--- src/rtl/pattern_deserializer.sv ---
// Serial-to-parallel receiver for 8-bit thermometer-code frames with a one-entry output buffer.
// Optional legality checking on ERR is enabled by defining PATTERN_CHECK_EN.
module pattern_deserializer #(
   parameter int FRAME_BITS = 8
) (
   input  logic                  CLK,
   input  logic                  CLEAR,
   input  logic                  DIN,
   input  logic                  EN,
   input  logic                  RDY,
   output logic                  VALID,
   output logic [FRAME_BITS-1:0] DATA,
   output logic [2:0]            S_OUT,
   output logic                  ERR,
   output logic                  OVERRUN,
   output logic [2:0]            BIT_CNT
);

   typedef enum logic {IDLE, RECV} rx_state_t;

   rx_state_t             rx_state;
   // Only bits 1..7 of the frame are ever needed again, so bit 0 is not kept.
   logic [FRAME_BITS-2:0] shift;
   logic [FRAME_BITS-1:0] frame_next;
   logic [2:0]            s_next;
   logic                  complete;
   logic                  load;

   assign frame_next = {DIN, shift};
   assign complete   = EN && (rx_state == RECV) && (BIT_CNT == 3'd7);
   assign load       = complete && (!VALID || RDY);

   always_comb begin
      s_next = 3'd0;
      for (int i = 0; i < FRAME_BITS; i++)
         if (frame_next[i]) s_next = i[2:0];
   end

   always_ff @(posedge CLK or negedge CLEAR) begin
      if (!CLEAR) begin
         rx_state <= IDLE;
         shift    <= '0;
         BIT_CNT  <= 3'd0;
         VALID    <= 1'b0;
         DATA     <= '0;
         S_OUT    <= 3'd0;
         OVERRUN  <= 1'b0;
      end else begin
         if (EN) begin
            shift   <= frame_next[FRAME_BITS-1:1];
            BIT_CNT <= BIT_CNT + 3'd1;
            case (rx_state)
               IDLE:    rx_state <= RECV;
               RECV:    if (BIT_CNT == 3'd7) rx_state <= IDLE;
               default: rx_state <= IDLE;
            endcase
         end
         if (load) begin
            VALID <= 1'b1;
            DATA  <= frame_next;
            S_OUT <= s_next;
         end else if (VALID && RDY) begin
            VALID <= 1'b0;
         end
         // A completed frame with nowhere to go is dropped and flagged until reset.
         if (complete && VALID && !RDY)
            OVERRUN <= 1'b1;
      end
   end

`ifdef PATTERN_CHECK_EN
   logic err_next;

   // Thermometer code: nonzero and value+1 is a power of two (0xFF wraps to 0).
   assign err_next = (frame_next == '0) ||
                     ((frame_next & (frame_next + 8'd1)) != '0);

   always_ff @(posedge CLK or negedge CLEAR) begin
      if (!CLEAR)    ERR <= 1'b0;
      else if (load) ERR <= err_next;
   end
`else
   assign ERR = 1'b0;
`endif

endmodule

--- config.mk ---
export PLATFORM = sky130hd
export DESIGN_NAME = pattern_deserializer
export DESIGN_NICKNAME = d
export VERILOG_FILES = /design/src/rtl/pattern_deserializer.sv
export SDC_FILE = /design/constraint.sdc
export NUM_CORES = 1
export LEC_CHECK = 0
export CAP_MARGIN = 20
export CORE_UTILIZATION = 48
export CTS_CLUSTER_DIAMETER = 100
export DETAILED_ROUTE_END_ITERATION = 10
export PLACE_DENSITY = 0.77
export SYNTH_ARGS = -nofsm -noshare
export SYNTH_HDL_FRONTEND = slang
export SYNTH_SLANG_ARGS = --single-unit
--- constraint.sdc ---
create_clock -name CLK -period 1.7 [get_ports CLK]
set_input_delay 0.255 -clock CLK [delete_from_list [all_inputs] [get_ports CLK]]
set_output_delay 0.255 -clock CLK [all_outputs]
set_load 0.05 [all_outputs]
==> results of run 1 <==
[routing by layer]
| layer | vias to the layer above | wire, µm | track usage |
|---|---|---|---|
| li1 | 293 | - | - |
| met1 | 305 | 760 | 0.2356 |
| met2 | 14 | 841 | 0.2889 |
| met3 | 2 | 51 | 0.02308 |
| met4 | 0 | 19 | 0.08571 |
| met5 | - | 0 | 0 |
[flip-flops by register name, indices dropped and copies added (netlist names)]
signal    flops
DATA          8
shift         7
BIT_CNT       3
S_OUT         3
OVERRUN       1
VALID         1
rx_state      1
[stage by stage]
step           setup slack [ns]    util  power [mW]  hold WS (ns)
6_report                 0.1559  0.6777       2.653        0.2765
5_1_grt                 0.08569  0.6777       2.762        0.3095
4_1_cts                  0.1425  0.6777       2.670        0.2840
3_5_place_dp             0.1026  0.6488       2.261        0.4739
3_3_place_gp             0.1249  0.6488       2.223        0.4608
2_1_floorplan          0.006833       -       1.859      -0.04059
[power by group through the flow]
stage	combinational (mW)	sequential [mW]	clock, mW
2_1_floorplan	0.318	1.54	0
3_3_place_gp	1.28	0.942	0
3_5_place_dp	1.30	0.960	0
4_1_cts	1.30	0.947	0.420
5_1_grt	1.35	0.973	0.435
6_report	1.29	0.944	0.418
[cells in the final DEF, fill, tap and decap left out, types with 2 or more instances in the layout]
| cell type | synthesis | routed |
|---|---|---|
| ha_1 | 2 | 2 |
| clkbuf_4 | 0 | 3 |
| clkdlybuf4s50_1 | 0 | 4 |
| nor2_1 | 4 | 4 |
| nand2b_1 | 2 | 2 |
| mux2_2 | 18 | 18 |
| buf_4 | 1 | 20 |
| dfrtp_2 | 0 | 2 |
| nand2_1 | 3 | 3 |
| dfrtp_1 | 24 | 22 |
[layout make-up]
type / count / share of cell area
clock inverters: 1 / 0.02434
inverters: 1 / 0.003043
flip-flops and latches: 24 / 0.4888
well taps: 25 / 0.02536
multi-input cells: 41 / 0.2860
repair buffers: 24 / 0.1542
clock buffers: 3 / 0.01826
[worst register-to-register path, delay by kind of cell, from the launching register on]
kind	cells	cell delay (ns)
muxes	1	0.36
adders and majority gates	2	0.30
DFF	1	0.41
and+or+nand+nor	2	0.17
buffers and inverters	1	0.19
[worst paths after layout]
check / endpoint / cells past startpoint
worst max register to register: DATA[5] / 6
worst min register to register: BIT_CNT[0] / 1
worst max-delay path: DATA[5] / 6
worst min-delay path: DATA[2] / 2
max in group asynchronous: BIT_CNT[1] / 2
min in group CLK: BIT_CNT[0] / 1
[kinds of logic after synthesis]
kind of cell / Yosys count
AO/OA/AOI/OAI: 6
buffers and inverters: 4
AND/OR/NAND/NOR: 13
flip-flops: 24
other: 1
multiplexers: 18
XOR/XNOR: 1
adder cells (fa/ha/maj): 2
==> impl_metrics.csv, run 1 <==
group,metric,value,unit
placement,portBuffers,20,
cells_and_area,antenna_cells,0,
synth,synth_top_family_by_area,"multiplexers",
placement,dp_hpwl,1228,µm
critical_path,slowest_delay,0.41,ns
synth,async_flop_share,1.000,
critical_path,critPathSlowestCell,"dfrtp_2",
sta,maxSlewViolCount,0,
synth,synth.area.mux_share,0.2066,
cts,cts_tree,"built",
pwr,combPwrFrac,0.487,
route,drt-wirelength-per-cell,14.05,µm
pwr,leakage,0.5693,nW
grt,antenna_found_initial,0,
sta,period_minus_slack,1.544,ns
sta,tns,0,ns
pwr,powerDensity,2150,mW/mm²
cells_and_area,syn2layout_area_growth,25.76,%
floorplanning,dieHeight,47.21,µm
critical_path,cp.required,1.91,ns
critical_path,path_max_fanout,11,
outcome,outcome,"finished clean",
floorplanning,rows,15,
cells_and_area,fin_nets,102,
floorplanning,core-area,0.001821,mm²
synth,synth_ff_type,"dfrtp_1",
cts,clockRootBuffer,"clkbuf_4",
route,postRouteWirelength,1672,µm
route,dr_total_vias,614,
synth,syn_avg_cell_area,14.22,µm²
synth,yosysWarningCount,0,
sta,setup_violations,0,
critical_path,r2r_start,"BIT_CNT[0]",
critical_path,worst_setup_path_end_kind,"flop",
pwr,clkPwrFrac,0.158,
placement,gp_congestion,0.6684,
critical_path,path_class,"flop to flop",
critical_path,worst_setup_path_start_kind,"flop",
floorplanning,die_w,47.21,µm
synth,ys_types,22,
route,postRouteAntennaNets,0,
synth,mappedNetlistArea,980.9,µm²
pwr,pwr-share-seq,0.356,
cts,numCtsBuffers,3,
placement,place_area,0.001181,mm²
synth,yosysMostFrequentCell,"dfrtp_1",
route,firstDrtPassIters,2,
cts,clock_path_buffers,2,
cts,cts_num_sinks,24,
cts,post_cts_resize_count,0,
synth,netlist.area_leader.share,0.6122,
pwr,p_int,1.492,mW
cells_and_area,finalInstanceArea,0.001234,mm²
sta,max_freq,647.6,MHz
critical_path,crit_family,"flip-flops",
sta,finalCritPeriodShare,0.9083,
critical_path,r2r_slack,0.16,ns
synth,synth-simple-area-share,0.06760,
cts,hold_buffers,0,
critical_path,arrival,1.76,ns
synth,synth-edff-count,0,
floorplanning,start_util,0.5388,
floorplanning,boundaryPins,22,
synth,synth_cells,69,
sta,hold_viol,0,
placement,place_inst,115,
grt,grt_pass1_vias,592,
cts,worst_skew_pair.late_latency,0.32,ns
cts,htreeDepth,1,
cts,clk_pin_slew,0.14,ns
synth,synth_compound_area_frac,0.04719,
job,cap_violations,0,
grt,grt.total_usage,0.1775,
synth,yosysTopAreaCell,"dfrtp_1",
critical_path,cp_num_buf_inv,1,
synth,synth_xor_area_frac,0.008929,
grt,grt_max_degree,25,
synth,yosysSeqAreaShare,0.6122,
route,drt-initial-drc-count,3,
grt,grt_pass1_wl,2628,µm
grt,grt-ovfl-total,0,
cts,post_cts_buffers,0,
critical_path,worstPathCellList,"ha_1 -> ha_1 -> nand3_2 -> nor2_2 -> buf_4 -> mux2_2",
route,viasPerCell,5.160,
cells_and_area,multiInputGateArea,352.8,µm²
floorplanning,die_area,0.002228,mm²
synth,syn_nets,76,
synth,synthAdderAreaFrac,0.02551,
sta,rsz0062_at_grt,"false",
cells_and_area,seqCellArea,603.1,µm²
hold_path,hold_class,"input port to asynchronous set/reset pin",
synth,synthTopCellsByArea,"dfrtp_1 (61%), mux2_2 (21%), ha_1 (2.6%)",
cells_and_area,stdcell_count,119,
cells_and_area,drive_above_1_share,0.4894,
cells_and_area,n_fill_cell,148,
synth,ys_ff_latch,24,
synth,ys_top_cells_by_count,"dfrtp_1 (24), mux2_2 (18), nor2_1 (4)",
critical_path,startpoint,"BIT_CNT[0]",
sta,skew,0.005235,ns
pwr,peakVddDrop,1.418,mV
pwr,p_switching,1.161,mW
critical_path,cpMostUsedCell,"ha_1",
route,detail_route.drc_violations,0,
pwr,swShare,0.4376,
(Power assumes the default switching activity.)
==> inputs of run 2 (changes only) <==
--- a/config.mk
+++ b/config.mk
@@ -9,7 +9,8 @@
 export CORE_UTILIZATION = 48
 export CTS_CLUSTER_DIAMETER = 100
 export DETAILED_ROUTE_END_ITERATION = 10
-export PLACE_DENSITY = 0.77
+export PLACE_DENSITY = 0.86
+export RECOVER_POWER = 25
 export SYNTH_ARGS = -nofsm -noshare
 export SYNTH_HDL_FRONTEND = slang
 export SYNTH_SLANG_ARGS = --single-unit
==> run 2 against run 1 <==
- clock skew is 0.0011 ns lower
- hold slack better by 0.19 ns
- via count is 2.1% lower
- final area is 1.5% lower
- highest routed layer unchanged
==> impl_metrics.csv, run 2 (synthesis results as in run 1) <==
group,metric,value,unit
cells_and_area,mostFrequentLayoutCells,"dfrtp_1 (22), buf_4 (19), mux2_2 (18), nor2_1 (4)",
grt,grt_max_degree,25,
critical_path,r2r_slack,0.16,ns
route,dr_total_vias,601,
sta,tightest_slew,0.5862,ns
cells_and_area,n_fill_cell,145,
floorplanning,start_util,0.5388,
cts,clockRootBuffer,"clkbuf_4",
sta,finalCritPeriodShare,0.9069,
cts,numCtsBuffers,3,
sta,hold_viol,0,
critical_path,r2r-end,"DATA[7]",
cts,clock_path_buffers,2,
placement,dp_hpwl,1130,µm
sta,slew_headroom,0.6092,
critical_path,path_class,"flop to flop",
placement,gp_congestion,0.7120,
grt,grt.total_usage,0.1656,
grt,grt_pass1_vias,588,
route,drt-initial-drc-count,6,
critical_path,worst_setup_path_end_kind,"flop",
sta,rsz0062_at_grt,"false",
sta,tns,0,ns
route,drt-wirelength-per-cell,12.72,µm
cells_and_area,largest_reg_flops,8,
route,postRouteWirelength,1514,µm
cells_and_area,regMostFlops,"DATA",
critical_path,worst_setup_path_start_kind,"flop",
cells_and_area,reg_top3,"DATA (8), shift (7)",
floorplanning,core-area,0.001821,mm²
cts,hold_buffers,0,
route,postRouteAntennaNets,0,
hold_path,hold_class,"input port to asynchronous set/reset pin",
floorplanning,boundaryPins,22,
placement,portBuffers,20,
floorplanning,rows,15,
placement,place_inst,115,
sta,skew,0.004128,ns
cts,post_cts_resize_count,0,
job,cap_violations,0,
cells_and_area,fin_nets,102,
grt,grt-ovfl-total,0,
cts,post_cts_buffers,0,
cells_and_area,multiInputGateArea,352.8,µm²
critical_path,reg2regPathDepth,6,
cts,clk_pin_slew,0.12,ns
floorplanning,dieHeight,47.21,µm
cts,htreeDepth,1,
grt,antenna_found_initial,0,
cells_and_area,syn2layout_area_growth,23.85,%
outcome,outcome,"finished clean",
cells_and_area,antenna_cells,0,
cells_and_area,seqCellArea,603.1,µm²
cts,worst_skew_pair.late_latency,0.30,ns
sta,max_freq,648.6,MHz
cts,cts_tree,"built",
floorplanning,die_w,47.21,µm
route,detail_route.drc_violations,0,
sta,maxSlewViolCount,0,
sta,period_minus_slack,1.542,ns
floorplanning,die_area,0.002228,mm²
critical_path,r2r_start,"BIT_CNT[0]",
cells_and_area,layout_commonest_cell,"dfrtp_1",
cells_and_area,drive_above_1_share,0.4894,
critical_path,arrival,1.74,ns
critical_path,cp.required,1.90,ns
cells_and_area,stdcell_count,119,
grt,grt_pass1_wl,2497,µm
sta,setup_violations,0,
route,viasPerCell,5.050,
cts,cts_num_sinks,24,
critical_path,path_max_fanout,11,
route,firstDrtPassIters,4,
[run 2: cell types whose count changed in the layout (fill, tap and decap cells not counted), sizes merged]
| cell | change |
|---|---|
| clkdlybuf4s50 | -1 |
| dlygate4sd3 | +1 |
| bufinv | -1 |
| buf | -1 |
| clkbuf | +2 |
[run 2: layout make-up]
| cell class | count | share of cell area |
|---|---|---|
| clock buffer | 4 | 0.02987 |
| tap | 25 | 0.02575 |
| inverter | 1 | 0.003090 |
| timing repair buffer | 24 | 0.1545 |
| multi-input combinational | 41 | 0.2904 |
| sequential | 24 | 0.4964 |
[run 2: metal layers]
layer | track usage | share of wire
met5 | 0 | 0
met4 | 0.08000 | 0.0079
met3 | 0.03846 | 0.038
met2 | 0.2667 | 0.50
met1 | 0.2116 | 0.45
[run 2: worst max-delay path by stage]
| stage | startpoint | endpoint | slack, ns | depth (start not counted) |
|---|---|---|---|---|
| CTS | BIT_CNT[0] | DATA[1] | 0.14 | 6 |
| detailed placement | EN | DATA[1] | 0.09 | 5 |
| floorplan | BIT_CNT[2] | DATA[7] | 0.007 | 5 |
| global route | BIT_CNT[0] | DATA[0] | 0.07 | 6 |
| global placement | EN | DATA[2] | 0.14 | 5 |
| finish | BIT_CNT[0] | DATA[7] | 0.16 | 6 |
[run 2: stage by stage]
step	utilization	cell area [µm²]	setup slack, ns	hold WS, ns
global placement	0.6488	1181	0.1393	0.4634
CTS	0.6687	1217	0.1446	0.2933
floorplan	-	983.4	0.006833	-0.04059
detailed placement	0.6488	1181	0.08960	0.4738
finish	0.6674	1215	0.1583	0.4637
global route	0.6674	1215	0.06977	0.4947
[run 2: worst max-delay path, stage by stage (launching register included)]
cell	delay, ns
dfrtp_2	0.41
ha_1	0.16
ha_1	0.16
nand3_2	0.09
nor2_2	0.09
buf_4	0.19
mux2_2	0.35
Power of run 2 is left out: the tool's default activity adds up to more than one toggle a clock period on the data nets, which glitch-free logic cannot reach.
==> inputs of run 3 (changes only) <==
--- a/config.mk
+++ b/config.mk
@@ -5,11 +5,13 @@
 export SDC_FILE = /design/constraint.sdc
 export NUM_CORES = 1
 export LEC_CHECK = 0
+export ABC_AREA = 1
 export CAP_MARGIN = 20
-export CORE_UTILIZATION = 48
+export CORE_UTILIZATION = 56
 export CTS_CLUSTER_DIAMETER = 100
 export DETAILED_ROUTE_END_ITERATION = 10
-export PLACE_DENSITY = 0.86
+export DONT_BUFFER_PORTS = 1
+export PLACE_DENSITY = 0.8
 export RECOVER_POWER = 25
 export SYNTH_ARGS = -nofsm -noshare
 export SYNTH_HDL_FRONTEND = slang
==> run 3 against run 2 <==
- worst setup slack better by 0.10 ns
- via count up 12%
- largest cell class unchanged
- global-route usage up 2.6 points
- synthesized area up 6.3%
- register-to-register slack better by 0.10 ns
- sequential share of layout area up 2.3 points
- maximum frequency up 7.2%
- critical path type unchanged
- clock skew down 0.0012 ns
- clock-buffer cell count down 1
- first-iteration DRC count unchanged
- cell count up 19%
- die area down 8.6%
==> impl_metrics.csv, run 3 <==
group,metric,value,unit
floorplanning,die_area,0.002038,mm²
synth,netlist.area_leader.share,0.5762,
critical_path,reg2regPathDepth,8,
synth,mappedNetlistArea,0.001042,mm²
critical_path,path_max_fanout,16,
synth,syn_nets,117,
sta,finalCritPeriodShare,0.8461,
synth,async_flop_share,1.000,
cts,htreeDepth,1,
cts,cts_tree,"built",
sta,max_freq,695.2,MHz
sta,skew,0.002938,ns
grt,grt_pass1_vias,678,
cells_and_area,largest_reg_flops,8,
critical_path,worstPathCellList,"ha_1 -> ha_1 -> nand2_2 -> nor2_4 -> nand2_4 -> nor2_1 -> nand2_1 -> nand2_1",
pwr,combPwrFrac,0.253,
synth,synth_ff_type,"dfrtp_1",
route,dr_total_vias,675,
synth,syn_avg_cell_area,9.475,µm²
synth,synthAdderAreaFrac,0.02401,
route,drt-wirelength-per-cell,11.59,µm
synth,yosysWarningCount,0,
synth,synth_cells,110,
sta,rsz0062_at_grt,"false",
cts,clock_path_buffers,2,
floorplanning,dieHeight,45.14,µm
pwr,p_switching,1.114,mW
critical_path,slowest_delay,0.41,ns
grt,antenna_found_initial,0,
placement,gp_congestion,0.7690,
cts,post_cts_buffers,0,
critical_path,arrival,1.66,ns
synth,synth.area.mux_share,0,
job,cap_violations,0,
synth,synth_top_family_by_area,"simple AND/OR/NAND/NOR gates",
route,postRouteAntennaNets,0,
critical_path,crit_end,"S_OUT[0]",
pwr,pwr-share-seq,0.571,
sta,slew_headroom,0.3973,
cells_and_area,layout_commonest_cell,"nand2_1",
placement,portBuffers,0,
synth,yosysSeqAreaShare,0.5762,
pwr,peakVddDrop,0.9650,mV
synth,yosysTopAreaCell,"dfrtp_1",
grt,grt.total_usage,0.1920,
pwr,p_int,1.199,mW
floorplanning,rows,15,
sta,period_minus_slack,1.438,ns
synth,synthTopCellsByArea,"dfrtp_1 (58%), nand2_1 (13%), o21ai_2 (5.0%)",
cells_and_area,reg_top3,"DATA (8), shift (7)",
outcome,outcome,"finished clean",
synth,yosysMostFrequentCell,"nand2_1",
critical_path,r2r_slack,0.26,ns
synth,ys_types,20,
synth,synth_xor_area_frac,0.008403,
floorplanning,start_util,0.6036,
critical_path,r2r_start,"BIT_CNT[0]",
grt,grt_pass1_wl,2697,µm
cells_and_area,syn2layout_area_growth,11.04,%
cells_and_area,antenna_cells,0,
cells_and_area,mostFrequentLayoutCells,"nand2_1 (36), dfrtp_1 (24), inv_1 (12), o21ai_0 (8)",
cts,numCtsBuffers,3,
route,postRouteWirelength,1646,µm
floorplanning,die_w,45.14,µm
critical_path,worst_setup_path_start_kind,"flop",
synth,synth_compound_area_frac,0.1080,
cts,cts_num_sinks,24,
sta,tightest_slew,0.9040,ns
sta,hold_viol,0,
route,firstDrtPassIters,4,
critical_path,r2r-end,"S_OUT[0]",
cells_and_area,drive_above_1_share,0.1795,
critical_path,path_class,"flop to flop",
placement,dp_hpwl,1192,µm
grt,grt-ovfl-total,0,
sta,tns,0,ns
synth,ys_top_cells_by_count,"nand2_1 (36), dfrtp_1 (24), inv_1 (12)",
pwr,leakage,0.5928,nW
critical_path,cp.required,1.92,ns
pwr,clkPwrFrac,0.176,
hold_path,hold_class,"input port to flop",
pwr,power,2.313,mW
route,detail_route.drc_violations,0,
critical_path,worst_setup_path_end_kind,"flop",
synth,synth-edff-count,0,
critical_path,critPathSlowestCell,"dfrtp_1",
cts,clk_pin_slew,0.13,ns
synth,ys_ff_latch,24,
cells_and_area,n_fill_cell,146,
synth,synth-simple-area-share,0.2065,
cts,worst_skew_pair.late_latency,0.31,ns
pwr,powerDensity,1998,mW/mm²
route,drt-initial-drc-count,6,
cells_and_area,regMostFlops,"DATA",
grt,grt_max_degree,25,
cts,clockRootBuffer,"clkbuf_4",
sta,setup_violations,0,
floorplanning,core-area,0.001727,mm²
route,viasPerCell,4.754,
cells_and_area,fin_nets,125,
sta,fin_hold_ws,0.03446,ns
floorplanning,boundaryPins,22,
critical_path,startpoint,"BIT_CNT[0]",
pwr,swShare,0.4815,
sta,maxSlewViolCount,0,
## run 3: layer usage
metal  GRT usage  vias up  part of all wire
met3     0.02400        5             0.031
met1      0.2382      307              0.48
li1            -      349                 -
met2      0.3014       14              0.46
met4      0.1515        0             0.032
met5           0        -                 0
## run 3: cell families after synthesis
| kind of cell | count (synthesis) |
|---|---|
| DFF | 24 |
| and+or+nand+nor | 49 |
| buffers and inverters | 16 |
| other | 1 |
| AOI/OAI and AO/OA | 17 |
| xor gates and xnor gates | 1 |
| adders and majority gates | 2 |
## run 3: how the worst min path moves through the flow
stage / from / to / slack, ns / cells after the start
floorplan: CLEAR / BIT_CNT[0] / -0.04 / 0
global placement: CLEAR / DATA[4] / -0.04 / 0
detailed placement: CLEAR / shift[4] / -0.04 / 0
CTS: EN / BIT_CNT[0] / 0.002 / 1
global route: EN / shift[2] / 0.01 / 1
finish: EN / shift[2] / 0.03 / 1
## run 3: area by class of cell
type,instances,area [µm²],share of cell area
Clock buffer,3,22.52,0.01946
Clock inverter,1,30.03,0.02595
Inverter,12,45.04,0.03892
Multi-Input combinational cell,70,365.4,0.3157
Sequential cell,24,600.6,0.5189
Tap cell,25,31.28,0.02703
Timing Repair Buffer,7,62.56,0.05405
## run 3: per-stage QoR
step	utilization	cell area (µm²)	setup slack (ns)	std cells
global route	0.6703	1157	0.1123	142
finish	0.6703	1157	0.2616	142
global placement	0.6210	1072	0.3449	135
floorplan	-	1042	0.03632	110
detailed placement	0.6210	1072	0.2616	135
CTS	0.6572	1135	0.2410	140
## run 3: power groups by stage
stage,Combinational [mW],Sequential (mW),Clock (mW)
after detailed placement,0.573,1.34,0
final,0.584,1.32,0.408
after floorplan,0.314,1.46,0
after CTS,0.588,1.32,0.412
after global routing,0.647,1.35,0.443
after global placement,0.553,1.33,0
## run 3: critical path: cells and delay by family (launching register included)
kind / cells / cell delay (ns)
adders and majority gates: 2 / 0.41
and+or+nand+nor: 6 / 0.52
DFF: 1 / 0.41
## run 3: repair_timing
| action | 4_1_cts | 5_1_grt |
|---|---|---|
| gates resized for setup | 0 | 0 |
| hold buffers | 1 | 1 |
| endpoints found under the hold margin | 24 | 1 |
==> RTL edit: new RTL, config.mk and constraints of run 1 <==
`FRAME_BITS`: 8 -> 12.
--- a/src/rtl/pattern_deserializer.sv
+++ b/src/rtl/pattern_deserializer.sv
@@ -2,5 +2,5 @@
 // Optional legality checking on ERR is enabled by defining PATTERN_CHECK_EN.
 module pattern_deserializer #(
-   parameter int FRAME_BITS = 8
+   parameter int FRAME_BITS = 12
 ) (
    input  logic                  CLK,
Interface: changed (resized DATA); port bits go from 22 to 26. No check against the original RTL was run, so the function may have changed too.
==> RTL edit against run 1 <==
Synthesized area rose by 37%; cell area rose by 30%; utilization fell by 5.3 points; setup slack improved by 10 ps; routed wire length rose by 39%; power rose by 24%; clock power fell by 5%; sequential cell count rose by 8; via count rose by 49%; count of clock-buffer cells in the layout rose by 3; global-route usage rose by 1.4 points.
==> RTL edit: results (changes against run 1) <==
Clock network:
- The clock-pin slew reported for the worst setup and hold paths after clock tree synthesis is 90 ps (-50 ps).
- The maximum level of the CTS H-tree is 2 (+1).
- The CTS buffer count came to 5 (+2).

Run status:
- The flow ran to the end, and the final reports show no timing, DRC or antenna violations.

Layout:
- The fraction of layout instances using a drive strength above 1 is 33.1% (-16 points).
- The total number of nets in the final design is 155 (+52%).

Placed design:
- The placed cell area is 1560 um2 (+32%).
- The count of port buffers added during placement is 24 (+20%).
- The count of placed standard cells including taps is 171 (+49%).
- The detailed placement HPWL is 1.62 mm (+32%).

Detailed routing:
- The length of routed met2 wiring came to 1.07 mm (+27%).
- The mean routed wirelength per cell is 13.1 um (-7.0%).
- The detailed-router iteration count before antenna repair is 5 (+3).
- The number of vias per cell was 5.12 (-0.70%).
- The met1 wire length is 1.09 mm (+43%).
- The total length of routed met3 wires is 105 um (+110%).
- The number of DRC violations after detailed-routing iteration 0 was 18 (+15).
- The wire length after detailed routing is 2.33 mm (+39%).

Yosys:
- The fraction of the mapped netlist area in adder cells is 1.86% (-0.69 points).
- By count the netlist is led by 38 x nand2_1, 32 x dfrtp_1, 12 x mux2_2.
- The net count after synthesis came to 126 (+66%).
- The complex-gate fraction of the synthesized area is 6.42% (+1.7 points).
- Ranked by total cell area, the synthesized netlist is headed by dfrtp_1 60%, nand2_1 11%, mux2_2 10%, ha_1 1.9%, buf_6 1.7%.
- The count of distinct cell types in the synthesized netlist is 28 (+27%).
- The post-synthesis share of cell area spent on xor and xnor gates is 0.651% (-0.24 points).
- The portion of the post-synthesis area used by sequential elements is 59.5% (-1.7 points).
- The post-synthesis average cell area was 11.3 um2 (-20%).
- The multiplexer share of the synthesized area is 10.0% (-11 points).
- nand2_1 is the most common cell in the netlist.

Global routing:
- The wire length of the first global-routing pass was 3.80 mm (+44%).
- The number of global-route vias before repair is 831 (+40%).
- The pin count of the biggest net entering global routing is 33 (+32%).

Setup path:
- The largest fanout of any net on the critical path was 17 (+6).

STA:
- The worst clock skew is 7.56 ps (+2.33 ps).
==> RTL edit: cell count changes after synthesis, moves of 2 or more <==
cell and change:
nand2_1 +35, dfrtp_1 +8, mux2_2 -6, o21ai_0 +2
==> RTL edit: path summary, 6_finish.rpt <==
kind                            startpoint         end  slack [ps]  cells after the start
worst max-delay path            BIT_CNT[0]    S_OUT[0]         170                      6
worst min-delay path                 CLEAR     DATA[0]         310                      2
worst max register to register  BIT_CNT[0]    S_OUT[0]         170                      6
worst min register to register     DATA[7]     DATA[7]         480                      2
max in group asynchronous            CLEAR  BIT_CNT[0]        1090                      2
min in group CLK                   DATA[7]     DATA[7]         480                      2
==> RTL edit: final cells by class <==
| type | count | area (um2) |
|---|---|---|
| flip-flops and latches | 32 | 803 |
| repair buffers | 28 | 220 |
| clock buffers | 6 | 41.3 |
| clock inverters | 1 | 5.00 |
| well taps | 30 | 37.5 |
| multi-input cells | 79 | 489 |
| inverters | 2 | 7.51 |
| fillers | 227 | 963 |
==> RTL edit: cell families (layout without fill, tap and decap cells) <==
logic type | Yosys count | in the layout
AOI/OAI and AO/OA | 12 | 12
xor gates and xnor gates | 1 | 1
adders and majority gates | 2 | 2
buffers and inverters | 8 | 37
DFF | 32 | 32
muxes | 12 | 12
other | 1 | 1
and+or+nand+nor | 51 | 51
==> RTL edit: per-layer routing <==
layer	track usage, %	up-vias
met5	0	-
met4	11.3	0
met3	6.56	8
met1	23.6	434
li1	-	449
met2	28.9	21
==> RTL edit: critical path: stages, from the launching register on <==
cell      delay [ps]
dfrtp_2          430
ha_1             200
ha_1             210
nand3_4          110
nand2b_4         250
a21oi_2           40
a22o_1           190
==> RTL edit: through the flow <==
stage	util, %	worst slack [ps]
after floorplan	-	78.7
after global placement	60.7	140
after detailed placement	60.7	115
after CTS	62.5	158
after global routing	62.5	88.9
final	62.5	166
==> RTL edit: power by group through the flow <==
stage                     registers (mW)  logic [mW]  clock network (mW)
final                               1.28        1.61               0.399
after global routing                1.33        1.73               0.451
after CTS                           1.28        1.63               0.405
after detailed placement            1.30        1.63                   0
after global placement              1.28        1.60                   0
after floorplan                     2.00       0.437                   0
